[src/rtl/spi_master_gen.sv]
// Parametrised SPI master: configurable width, divider, run-time mode and chip selects,
// full-duplex shift with a start/busy/done handshake.
module spi_master_gen #(
    parameter int DATA_W   = 16,
    parameter int CLK_DIV  = 25,
    parameter int NUM_CS   = 1,
    parameter int CS_SETUP = 2,
    parameter int CS_HOLD  = 2,
    parameter int CS_W     = (NUM_CS > 1) ? $clog2(NUM_CS) : 1
) (
    input  logic              clk,
    input  logic              rst_n,
    input  logic              start,
    input  logic [1:0]        mode,
    input  logic [CS_W-1:0]   cs_sel,
    input  logic [DATA_W-1:0] tx_data,
    output logic              busy,
    output logic              done,
    output logic [DATA_W-1:0] rx_data,
    output logic              SCLK,
    output logic              MOSI,
    input  logic              MISO,
    output logic [NUM_CS-1:0] CS_N
);

    localparam int DIV_W  = $clog2(CLK_DIV);
    localparam int EDGE_W = $clog2(2 * DATA_W);
    localparam int PH_MAX = (CS_SETUP > CS_HOLD) ? CS_SETUP : CS_HOLD;
    localparam int PH_W   = $clog2(PH_MAX + 1);

    localparam logic [DIV_W-1:0]  DIV_LAST   = DIV_W'(CLK_DIV - 1);
    localparam logic [EDGE_W-1:0] EDGE_LAST  = EDGE_W'(2 * DATA_W - 1);
    localparam logic [PH_W-1:0]   SETUP_LAST = PH_W'(CS_SETUP - 1);
    localparam logic [PH_W-1:0]   HOLD_LAST  = PH_W'(CS_HOLD);
    localparam logic [CS_W:0]     NUM_CS_V   = (CS_W + 1)'(NUM_CS);

    typedef enum logic [1:0] {S_IDLE, S_SETUP, S_XFER, S_HOLD} state_t;

    state_t              r_state;
    logic [1:0]          r_mode;
    logic [NUM_CS-1:0]   r_cs_n;
    logic                r_busy;
    logic                r_done;
    logic                r_sclk;
    logic                r_mosi;
    logic [DATA_W-1:0]   r_tx_shift;
    logic [DATA_W-1:0]   r_rx_shift;
    logic [DATA_W-1:0]   r_rx_data;
    logic [DIV_W-1:0]    r_div_cnt;
    logic [EDGE_W-1:0]   r_edge_cnt;
    logic [PH_W-1:0]     r_ph_cnt;

    logic [NUM_CS-1:0]   w_cs_dec;
    logic                w_cs_ok;
    logic                w_tick;
    logic                w_leading;
    logic                w_last;
    logic                w_shift_out;
    logic                w_sample;

    genvar gi;
    generate
        for (gi = 0; gi < NUM_CS; gi++) begin : g_cs_dec
            assign w_cs_dec[gi] = (cs_sel == CS_W'(gi));
        end
    endgenerate

    assign w_cs_ok   = ({1'b0, cs_sel} < NUM_CS_V);
    assign w_tick    = (r_state == S_XFER) && (r_div_cnt == DIV_LAST);
    // Even edge count means the upcoming edge is a leading one (1st, 3rd, ...).
    assign w_leading = ~r_edge_cnt[0];
    assign w_last    = (r_edge_cnt == EDGE_LAST);
    // CPHA=0 already drove the MSB during SETUP, so it skips the shift on the final trailing edge.
    assign w_shift_out = w_tick && (r_mode[0] ? w_leading : (!w_leading && !w_last));
    assign w_sample    = w_tick && (r_mode[0] ? !w_leading : w_leading);

    always_ff @(posedge clk or negedge rst_n) begin
        if (!rst_n) begin
            r_state    <= S_IDLE;
            r_mode     <= 2'b00;
            r_cs_n     <= '1;
            r_busy     <= 1'b0;
            r_done     <= 1'b0;
            r_sclk     <= 1'b0;
            r_mosi     <= 1'b0;
            r_tx_shift <= '0;
            r_rx_shift <= '0;
            r_rx_data  <= '0;
            r_div_cnt  <= '0;
            r_edge_cnt <= '0;
            r_ph_cnt   <= '0;
        end else begin
            r_done <= 1'b0;
            case (r_state)
                S_IDLE: begin
                    r_sclk <= r_mode[1];
                    if (start && w_cs_ok) begin
                        r_mode     <= mode;
                        r_cs_n     <= ~w_cs_dec;
                        r_busy     <= 1'b1;
                        r_sclk     <= mode[1];
                        r_mosi     <= mode[0] ? 1'b0 : tx_data[DATA_W-1];
                        r_tx_shift <= mode[0] ? tx_data : (tx_data << 1);
                        r_rx_shift <= '0;
                        r_ph_cnt   <= '0;
                        r_state    <= S_SETUP;
                    end
                end
                S_SETUP: begin
                    r_sclk <= r_mode[1];
                    if (r_ph_cnt == SETUP_LAST) begin
                        r_div_cnt  <= '0;
                        r_edge_cnt <= '0;
                        r_state    <= S_XFER;
                    end else begin
                        r_ph_cnt <= r_ph_cnt + PH_W'(1);
                    end
                end
                S_XFER: begin
                    if (w_tick) begin
                        r_div_cnt <= '0;
                        r_sclk    <= ~r_sclk;
                        if (w_last) begin
                            r_ph_cnt <= '0;
                            r_state  <= S_HOLD;
                        end else begin
                            r_edge_cnt <= r_edge_cnt + EDGE_W'(1);
                        end
                    end else begin
                        r_div_cnt <= r_div_cnt + DIV_W'(1);
                    end
                    if (w_shift_out) begin
                        r_mosi     <= r_tx_shift[DATA_W-1];
                        r_tx_shift <= r_tx_shift << 1;
                    end
                    if (w_sample) begin
                        r_rx_shift <= {r_rx_shift[DATA_W-2:0], MISO};
                    end
                end
                S_HOLD: begin
                    // The final-edge cycle plus CS_HOLD further cycles keep CS_N low.
                    if (r_ph_cnt == HOLD_LAST) begin
                        r_cs_n    <= '1;
                        r_mosi    <= 1'b0;
                        r_rx_data <= r_rx_shift;
                        r_done    <= 1'b1;
                        r_busy    <= 1'b0;
                        r_state   <= S_IDLE;
                    end else begin
                        r_ph_cnt <= r_ph_cnt + PH_W'(1);
                    end
                end
                default: r_state <= S_IDLE;
            endcase
        end
    end

    assign busy    = r_busy;
    assign done    = r_done;
    assign rx_data = r_rx_data;
    assign SCLK    = r_sclk;
    assign MOSI    = r_mosi;
    assign CS_N    = r_cs_n;

endmodule

[config.mk]
export PLATFORM = sky130hd
export DESIGN_NAME = spi_master_gen
export DESIGN_NICKNAME = d
export VERILOG_FILES = /design/src/rtl/spi_master_gen.sv
export SDC_FILE = /design/constraint.sdc
export NUM_CORES = 1
export LEC_CHECK = 0
export ABC_CLOCK_PERIOD_IN_PS = 2400
export BUFFER_PORTS_ARGS = -buffer_cell sky130_fd_sc_hd__buf_4
export CAP_MARGIN = 0
export CORE_MARGIN = 2
export CORE_UTILIZATION = 30
export CTS_CLUSTER_SIZE = 20
export DETAILED_ROUTE_END_ITERATION = 8
export GPL_ROUTABILITY_DRIVEN = 0
export GPL_TIMING_DRIVEN = 0
export SLEW_MARGIN = 20
export SYNTH_ARGS = -nofsm -noshare
export SYNTH_HDL_FRONTEND = slang
export SYNTH_SLANG_ARGS = --single-unit
[constraint.sdc]
create_clock -name clk -period 2.4 [get_ports clk]
set_input_delay 0.24 -clock clk [delete_from_list [all_inputs] [get_ports clk]]
set_output_delay 0.24 -clock clk [all_outputs]
set_load 0.02 [all_outputs]
Word level (Yosys, flattened, before mapping)
Index checks and enable logic that the tools add are counted.
Widths: inputs -> output; s select.
{ "word_totals": {"ff_bits": 69, "latchBits": 0, "ram_bits": 0, "romBits": 0, "inputBits": 23, "output_inout_bits": 21, "word_cells": 101, "memories": 0} }
{ "classes": {"add_sub_neg": 3, "n_mul": 0, "div": 0, "order_cmp": 1, "eq_ne": 17, "shift": 0, "n_mux": 42, "bitwise_logic": 2, "reduce_logical": 23} }
{ "op_table": {"columns": ["op", "count"], "rows": [
  ["$mux 16", 5],
  ["$pmux 16 s2", 2],
  ["$mux 2", 10],
  ["$mux 5", 4],
  ["$ne 2x2->1 const B", 10],
  ["$pmux 5 s2", 2],
  ["$pmux 2 s4", 2],
  ["$mux 1", 13],
  ["$add 5x1->5 const B", 2],
  ["$eq 5x5->1 const B", 2],
  ["$reduce_and 5->1", 2],
  ["$reduce_and 3->1", 3],
  ["$reduce_and 2->1", 4],
  ["$reduce_and 4->1", 2],
  ["$eq 2x2->1 const B", 3],
  ["$pmux 1 s3", 2],
  ["$reduce_bool 2->1", 3],
  ["$reduce_bool 3->1", 2],
  ["$logic_and 1x1->1", 5],
  ["$eq 2x1->1 const B", 2],
  ["$pmux 1 s2", 2],
  ["$add 2x1->2 const B", 1],
  ["$logic_not 2->1", 1],
  ["$not 1->1", 2],
  ["2 further kinds", 2]
]} }

Depth between registers and ports, before layout
Gate-level depths: netlist of run 1.
{ "depth": {"word_depth": 7, "mapped_depth": 8, "mapped_depth_nobuf": 7} }

Worst setup path before layout of run 1
OpenSTA, ideal clock, no wires.
{ "synth_timing": {"path_type": "flip-flop to flip-flop", "start": "register r_edge_cnt[0]", "end": "register r_tx_shift[0]", "setup_time_ps": 125, "arrival_ps": 2209, "t_required_ps": 2275, "path_slack_ps": 66, "path_stages_with_launch": 9, "path_buffers": 1, "synth_period_minus_slack_ps": 2334, "path_cell_list": "dfrtp_1 > ha_1 > and3_1 > ha_1 > nor3b_1 > o211ai_1 > a21oi_2 > buf_4 > mux2_2"} }
{ "synth_via": {"elab_chain_cells": 7, "word_cells_on_any_way": 8, "cone_classes": "eq/ne: 2; mux: 1; bitwise: 1; reduce/logical: 4"} }
{ "synth_lines": {"columns": ["item", "line", "rtl"], "rows": [
  ["start, declared", "50", "logic [EDGE_W-1:0] r_edge_cnt;"],
  ["start signal, assigned", "127", "r_edge_cnt <= r_edge_cnt + EDGE_W'(1);"],
  ["$eq 5x5->1", "72", "assign w_last = (r_edge_cnt == EDGE_LAST);"],
  ["$logic_not 1->1", "74", "assign w_shift_out = w_tick && (r_mode[0] ? w_leading : (!w_leading && !w_last));"],
  ["$logic_and 1x1->1", "74", null],
  ["$mux 1 (*)", "74", null],
  ["$logic_and 1x1->1 (*)", "74", null],
  ["$ne 2x2->1 (no line) (*)", null, null],
  ["$reduce_and 3->1 (no line) (*)", null, null],
  ["end signal, assigned", "103", "r_tx_shift <= mode[0] ? tx_data : (tx_data << 1);"],
  ["end signal, assigned", "134", "r_tx_shift <= r_tx_shift << 1;"],
  ["end, declared", "46", "logic [DATA_W-1:0] r_tx_shift;"]
]} }
Every way passes the cells marked *; elsewhere a longest branch is shown, timed or not.
A chain may end at the register's enable or synchronous reset.

Worst setup path after layout of run 1
{ "layout_timing": {"start": "register r_state[0]", "end": "register r_rx_shift[8]"} }
{ "layout_via": {"elab_chain_cells": 5, "word_cells_on_any_way": 9, "cone_classes": "eq/ne: 3; mux: 1; reduce/logical: 5"} }
{ "layout_lines": {"columns": ["item", "line", "rtl"], "rows": [
  ["start, declared", "39", "state_t r_state;"],
  ["start signal, assigned", "79", "r_state <= S_IDLE;"],
  ["start signal, assigned", "106", "r_state <= S_SETUP;"],
  ["start signal, assigned", "114", "r_state <= S_XFER;"],
  ["$eq 2x2->1", "69, 94", null],
  ["$logic_and 1x1->1", "69", "assign w_tick = (r_state == S_XFER) && (r_div_cnt == DIV_LAST);"],
  ["$logic_and 1x1->1", "75", "assign w_sample = w_tick && (r_mode[0] ? !w_leading : w_leading);"],
  ["$ne 2x2->1 (no line)", null, null],
  ["$reduce_and 3->1 (no line)", null, null],
  ["end signal, assigned", "137", "r_rx_shift <= {r_rx_shift[DATA_W-2:0], MISO};"],
  ["end, declared", "47", "logic [DATA_W-1:0] r_rx_shift;"]
]} }
Parallel ways exist; a longest one is shown, timed or not.

==> results of run 1 <==
==> kinds of logic after synthesis <==
kind of cell | after synthesis | share of synthesized area (%)
compound gates | 57 | 11.99
simple gates | 90 | 11.74
fa+ha+maj | 13 | 4.640
mux | 61 | 18.67
xor+xnor | 1 | 0.2499
flops | 69 | 49.29
buf+inv | 27 | 3.426
==> layout by cell type (no fill, tap or decap), types with 4 or more instances in the layout <==
cell type  instances
a21oi_1            5
nand2_1           42
o21ai_0           22
mux2_2            35
o2bb2ai_1          5
mux2i_1           26
inv_1             12
nand2b_1           4
a221o_1           11
clkbuf_1           5
ha_1              12
dfrtp_1           67
clkbuf_16          9
buf_4             47
nand3_1            9
nor2_1            18
==> cells in the mapped netlist (3+ instances only) <==
library cell	n
nor2_1	18
a21oi_1	5
nand2b_1	4
a221o_1	11
o2bb2ai_1	5
o21ai_0	22
buf_2	3
inv_1	13
clkbuf_1	6
a22o_1	3
ha_1	13
mux2i_1	26
nand3_1	9
mux2_2	35
nand2_1	42
dfrtp_1	68
==> repair_timing <==
action | CTS | global route
hold buffers | 0 | 0
hold endpoints to repair | 0 | 0
buffers inserted | 4 | 0
gates resized for setup | 2 | 5
setup endpoints to repair | 18 | 17
pin swaps | 2 | 1
==> how the worst min path moves through the flow <==
| stage | cells after the start | to | slack [ps] |
|---|---|---|---|
| after floorplan | 0 | MOSI | -60 |
| after global placement | 1 | rx_data[9] | 410 |
| after detailed placement | 1 | rx_data[9] | 420 |
| after CTS | 1 | rx_data[9] | 70 |
| after global routing | 1 | rx_data[9] | 90 |
| final | 1 | rx_data[9] | 10 |
==> power groups by stage <==
stage	clock, µW	sequential (µW)	combinational (µW)
floorplan	0	1590	1110
global placement	0	1580	1510
detailed placement	0	1590	1550
CTS	1230	1570	1590
global route	1290	1600	1770
finish	1210	1580	1590
==> per-stage QoR <==
step / util [%] / cells / TNS [ps] / worst slack [ps]
final: 37.90 / 523 / 0 / 151.5
after detailed placement: 35.03 / 503 / -2270 / -211.8
after global routing: 37.90 / 523 / 0 / 22.73
after global placement: 35.03 / 503 / -1772 / -178.9
after CTS: 37.79 / 523 / 0 / 17.67
after floorplan: - / 318 / 0 / 65.92
==> area by class of cell <==
cell class | count | area [µm²] | share of cell area [%]
clock buffer | 9 | 225.2 | 5.204
timing repair buffer | 46 | 345.3 | 7.979
inverter | 13 | 48.80 | 1.127
buffer | 14 | 76.32 | 1.764
sequential | 69 | 1729 | 39.95
clock inverter | 7 | 51.30 | 1.185
tap | 143 | 178.9 | 4.134
multi-input combinational | 222 | 1673 | 38.65
==> registers in the layout (all words and copies together), names as in the netlist <==
register / cells
rx_data: 16
r_edge_cnt: 5
r_rx_shift: 16
r_tx_shift: 16
MOSI: 1
r_mode: 2
SCLK: 1
r_state: 2
r_ph_cnt: 2
busy: 1
r_div_cnt: 5
CS_N: 1
done: 1
==> per-layer routing <==
metal  up-vias  wire length, µm  global-route usage, %
met5         -                0                      0
met4         0              116                  4.146
met3        10              344                  3.186
met2        61             3497                  19.08
met1      1297             3551                  16.71
li1       1253                -                      -
==> flow_summary.toml, run 1 <==
[timing]
rsz0062_at_grt = "no"
max_freq_mhz = 444.7
timing.slew.headroom_pct = 42.30
hold_violations = 0
fin_crit_ps = 2249
tightestPinTransition_ps = 865.6
finalClockSkew_ps = 5.603
timing.hold.ws_ps = 14.92
setup_viol = 0
fin_crit_sh_pct = 93.69
timing.final.max_slew_violations = 0

[placed_design]
hpwl_um = 5265
placed_area_um2 = 4000
port_buffers = 42

[setup_path]
crit_required_ps = 2610
critPathMaxFanout = 10
r2r_cells = 9
r2r-start = "r_state[0]"
path_class = "flop to flop"
critPathLaunch = "r_state[0]"
r2r-end = "r_rx_shift[8]"
crit_arrival_ps = 2450
r2r_setup_slack_ps = 150
cp_slowest_cell = "dfrtp_1"
max_stage_delay_ps = 450
startpoint_type = "flop"
path_depth = 9
cp_cell_sequence = "inv_2 -> ha_1 -> buf_2 -> inv_1 -> a2111oi_4 -> buf_4 -> nor2_2 -> buf_6 -> a221o_1"
critPathBufInv = 5
critical_path.top_delay_family = "buffers and inverters"
end_kind = "flop"
crit_end = "r_rx_shift[8]"

[synth]
synth-seq-cells = 69
synth_top_cell_by_area = "dfrtp_1"
synth_cells = 318
syn_nets = 354
ys.flop_type = "dfrtp_1"
syn-cell-area_um2 = 3506
synth.area.top_cells = "dfrtp_1, mux2_2, mux2i_1"
synth_edf_count = 0
synth.avg_cell_area_um2 = 11.02
ys_warn_count = 0
ys_seq_area_share_pct = 49.29
synth_cell_types = 44
synthArstFlopShare_pct = 100.0
synth_top_area_share_pct = 48.54

[routing]
wl_per_cell_um = 14.36
ant_nets = 0
vias = 2621
drtIter0Drc = 137
first_pass_iters = 4
drt-total-wl_um = 7511
via_per_inst = 5.011
drcViolationCount = 0

[global_route]
grt_max_degree = 70
grt_pass1_wl_um = 12530
grt_pass1_vias = 2602
track_usage_pct = 12.26
antenna_found_initial = 0
gr-total-overflow = 0

[floorplanning]
die_h_um = 112.1
rows = 39
core_area_um2 = 11420
num_io_pins = 44
die_x_um = 112.1
die_area_um2 = 12570
initial_core_util_pct = 30.70

[clock_tree]
clkTransAtPathRegs_ps = 60
htree_levels = 3
tritoncts = "yes"
clkLatencyLatePin_ps = 330
clk_path_buf_depth = 2
numCtsBuffers = 9
cts_sinks = 69
cts_root_buf = "clkbuf_16"

[power]
ir_drop_mv = 0.4330
seq_power_share_pct = 36.0
p_per_area_nw_per_um2 = 1011
p_switching_uw = 1573
leakagePower_uw = 0.002061
clockPowerShare_pct = 27.6
combPwrFrac_pct = 36.4
swShare_pct = 35.96
p_int_uw = 2802
total_power_uw = 4375

[layout]
nNetsFinal = 411
syn_to_final_growth_pct = 23.45
design_area_um2 = 4328
drive_gt1_share_pct = 29.74
nFillCells = 1152
diodes = 0

[outcome]
outcome = "finished, final reports clean"

[job]
maxCapViolCount = 0

[worst_hold_path]
hp-class = "input pin to asynchronous set/reset pin"
Power figures use the tool's default switching activity.
==> run 2: changes to the inputs <==
PLACE_DENSITY = 0.49   (was unset)
==> run 2 against run 1 <==
Against the previous run: clock-buffer cell count up 1; global-route usage up 0.69 points; wire length up 5.9%; non-clock buffer count up 5; largest cell class unchanged.
==> flow_summary.toml, run 2 (same netlist as run 1, synthesis figures left out) <==
[clock_tree]
tritoncts = "yes"
cts_sinks = 69
numCtsBuffers = 9
clkLatencyLatePin_ps = 330
clk_path_buf_depth = 2
hold_buffers = 0
cts_root_buf = "clkbuf_16"
clkTransAtPathRegs_ps = 60
htree_levels = 3

[routing]
top_layer_used = "met4"
wl_met3_um = 209
met1_length_um = 4054
ant_nets = 0
vias = 2603
drt-total-wl_um = 7954
drcViolationCount = 0
wl_per_cell_um = 15.06
via_per_inst = 4.930
first_pass_iters = 4
met2_length_um = 3543
drtIter0Drc = 117

[timing]
finalClockSkew_ps = 5.511
max_freq_mhz = 429.7
tightestPinTransition_ps = 904.4
timing.slew.headroom_pct = 39.71
hold_violations = 0
fin_crit_ps = 2327
setup_viol = 0
timing.hold.ws_ps = 17.10
rsz0062_at_grt = "no"
timing.final.max_slew_violations = 0
fin_crit_sh_pct = 96.96
setup_tns_ps = 0

[global_route]
track_usage_pct = 12.95
grt_pass1_vias = 2547
gr-total-overflow = 0
antenna_found_initial = 0
grt_max_degree = 70
grt_pass1_wl_um = 13070

[layout]
drive_gt1_share_pct = 31.43
diodes = 0
most-common-layout-cells = "dfrtp_1, buf_4, nand2_1"
syn_to_final_growth_pct = 26.91
final_common_cell = "dfrtp_1"
utilization_pct = 38.97
nFillCells = 1149
nNetsFinal = 416
design_area_um2 = 4449

[setup_path]
crit_arrival_ps = 2540
path_class = "flop to flop"
r2r_cells = 8
critPathMaxFanout = 5
startpoint_type = "flop"
end_kind = "flop"
crit_required_ps = 2620

[power]
ir_drop_mv = 0.4510
leakagePower_uw = 0.002106
p_per_area_nw_per_um2 = 1042
total_power_uw = 4634

[placed_design]
port_buffers = 42
hpwl_um = 5358
placed_area_um2 = 4000

[floorplanning]
die_x_um = 112.1
die_area_um2 = 12570
num_io_pins = 44
rows = 39
core_area_um2 = 11420
die_h_um = 112.1
initial_core_util_pct = 30.70

[outcome]
outcome = "finished, final reports clean"

[job]
maxCapViolCount = 0

[worst_hold_path]
hp-class = "input pin to asynchronous set/reset pin"
## run 2: worst paths after layout
check	slack, ps	from	endpoint
hold / removal	20	rst_n	rx_data[10]
max in group asynchronous	1720	rst_n	r_edge_cnt[0]
setup reg to reg	70	r_edge_cnt[0]	r_tx_shift[1]
setup / recovery	70	r_edge_cnt[0]	r_tx_shift[1]
hold reg to reg	500	r_mode[1]	r_mode[1]
min in group clk	130	mode[1]	r_mode[1]
## run 2: worst max-delay path, cell delays in order, from the launching register on
cell and delay [ps]:
dfrtp_2 430, ha_2 200, and3_4 190, ha_4 170
nor3b_2 180, o211ai_1 210, a21oi_4 310, clkbuf_16 200
mux2_2 320
## run 2: area by class of cell
cell class                      count  area (µm²)  area share, %
Inverter                           13       52.55          1.181
Tap cell                          143       178.9          4.021
Clock inverter                      6       70.07          1.575
Clock buffer                       10       239.0          5.371
Buffer                             14       85.08          1.912
Multi-Input combinational cell    222        1690          37.99
Timing Repair Buffer               51       404.1          9.083
Sequential cell                    69        1729          38.86
## run 2: layer usage
metal,track usage [%],vias up
met2,19.60,41
li1,-,1270
met1,18.45,1280
met3,2.160,12
met4,5.366,0
met5,0,-
## run 2: power breakdown
group          leakage (µW)  internal [µW]  total (µW)  switching, µW
clock network      0.000153            842        1360            522
registers          0.000904           1420        1570            152
logic               0.00105            757        1700            945
## run 2: metrics by stage
step / instances / setup WS [ps]
floorplan: 318 / 65.92
global placement: 503 / -227.9
detailed placement: 503 / -314.3
CTS: 524 / 24.15
global route: 528 / 9.571
finish: 528 / 72.96
## run 2: repair_timing
item                                    4_1_cts  5_1_grt
gates resized for setup                       4       11
buffers inserted                              5        3
cloned                                        0        1
endpoints found under the setup margin       27       26
pin swaps                                     3        2
==> run 3: changes to the inputs <==
GPL_TIMING_DRIVEN = unset   (was 0)
==> run 3 against run 2 <==
Against the previous run: via count shrank 3.5%; worst hold slack gained 20 ps; highest routed layer unchanged; total power shrank 1.6%; cell count shrank 3.0%; setup slack gained 120 ps; sequential share of layout area grew 1.1 points.
==> flow_summary.toml, run 3 (same netlist as run 1, synthesis figures left out) <==
[placed_design]
hpwl_um = 4890
port_buffers = 43

[routing]
ant_nets = 0
drt-total-wl_um = 7456
wl_per_cell_um = 14.56
via_per_inst = 4.908
first_pass_iters = 4
drtIter0Drc = 119
drcViolationCount = 0
vias = 2513

[clock_tree]
cts_root_buf = "clkbuf_16"
clkTransAtPathRegs_ps = 60
cts_sinks = 69
hold_buffers = 0
clk_path_buf_depth = 2
numCtsBuffers = 9
clkLatencyLatePin_ps = 330
htree_levels = 3
tritoncts = "yes"

[global_route]
grt_max_degree = 70
gr-total-overflow = 0
grt_pass1_wl_um = 12720
grt_pass1_vias = 2436
track_usage_pct = 12.53
antenna_found_initial = 0

[layout]
most-common-layout-cells = "dfrtp_1, buf_4, nand2_1"
final_common_cell = "dfrtp_1"
diodes = 0
drive_gt1_share_pct = 28.18
nFillCells = 1156
utilization_pct = 37.88
syn_to_final_growth_pct = 23.38
nNetsFinal = 401

[floorplanning]
die_x_um = 112.1
num_io_pins = 44
rows = 39
core_area_um2 = 11420
die_h_um = 112.1
initial_core_util_pct = 30.70
die_area_um2 = 12570

[setup_path]
end_kind = "flop"
crit_arrival_ps = 2420
crit_path_frequent_cell = "ha_1"
startpoint_type = "flop"
path_class = "flop to flop"
max_stage_delay_ps = 390
critPathMaxFanout = 16
r2r-start = "r_edge_cnt[1]"
r2r_cells = 8
crit_required_ps = 2600
cp_cell_sequence = "ha_1 -> and3_1 -> ha_1 -> nor3b_2 -> o211ai_1 -> a21oi_2 -> buf_12 -> mux2_2"
cp_slowest_cell = "dfrtp_1"
r2r_setup_slack_ps = 190
r2r-end = "r_tx_shift[6]"

[worst_hold_path]
hp-class = "input pin to asynchronous set/reset pin"

[power]
leakagePower_uw = 0.002064
total_power_uw = 4558
ir_drop_mv = 0.4529
p_per_area_nw_per_um2 = 1054

[job]
maxCapViolCount = 0

[timing]
timing.slew.headroom_pct = 41.34
hold_violations = 0
tightestPinTransition_ps = 879.9
finalClockSkew_ps = 8.074
timing.final.max_slew_violations = 0
fin_crit_ps = 2211
fin_crit_sh_pct = 92.12
setup_tns_ps = 0
setup_viol = 0
rsz0062_at_grt = "no"
max_freq_mhz = 452.3

[outcome]
outcome = "finished, final reports clean"
-- run 3: repair_timing --
| item | CTS | global route |
|---|---|---|
| endpoints found under the setup margin | 0 | 16 |
| buffers inserted | 0 | 0 |
| gates resized for setup | 0 | 1 |
| endpoints found under the hold margin | 0 | 0 |
-- run 3: where the power goes --
| group | switching (µW) | internal [µW] |
|---|---|---|
| combinational | 883 | 715 |
| clock | 483 | 904 |
| sequential | 157 | 1420 |
-- run 3: worst max-delay path by stage --
stage	slack (ps)	startpoint	endpoint	cells past startpoint
floorplan	70	r_edge_cnt[0]	r_tx_shift[0]	8
global placement	220	r_edge_cnt[1]	r_tx_shift[6]	8
global route	40	r_edge_cnt[1]	r_tx_shift[6]	8
CTS	150	r_edge_cnt[1]	r_tx_shift[8]	8
finish	190	r_edge_cnt[1]	r_tx_shift[6]	8
detailed placement	180	r_edge_cnt[1]	r_tx_shift[8]	8
-- run 3: layout make-up --
class / instances / area, µm² / share of cell area, %
Sequential cell: 69 / 1728 / 39.95
Multi-Input combinational cell: 222 / 1663 / 38.44
Timing Repair Buffer: 50 / 400.4 / 9.257
Clock buffer: 11 / 232.7 / 5.380
Tap cell: 143 / 178.9 / 4.137
Clock inverter: 4 / 73.82 / 1.707
Inverter: 13 / 48.80 / 1.128
-- run 3: worst max-delay path, delay by kind of cell, from the launching register on --
family,cells,cell delay (ps)
buf+inv,1,170
fa+ha+maj,2,450
mux,1,340
simple gates,2,380
compound gates,2,350
flops,1,390
-- run 3: through the flow --
stage                     hold WS [ps]  setup slack [ps]  cells  cell area (µm²)
after global routing             113.3             41.01    512             4325
final                            36.70             189.0    512             4325
after CTS                        82.72             152.2    512             4320
after global placement           425.6             216.1    497             4014
after floorplan                 -55.59             65.92    318             3506
after detailed placement         434.9             178.1    497             4014
-- run 3: layer usage --
metal / vias to the layer above / share of wire (%) / global-route usage, %
li1: 1238 / - / -
met5: - / 0 / 0
met1: 1223 / 50 / 18.45
met2: 43 / 45 / 17.91
met3: 9 / 3.6 / 2.484
met4: 0 / 1.6 / 5.366
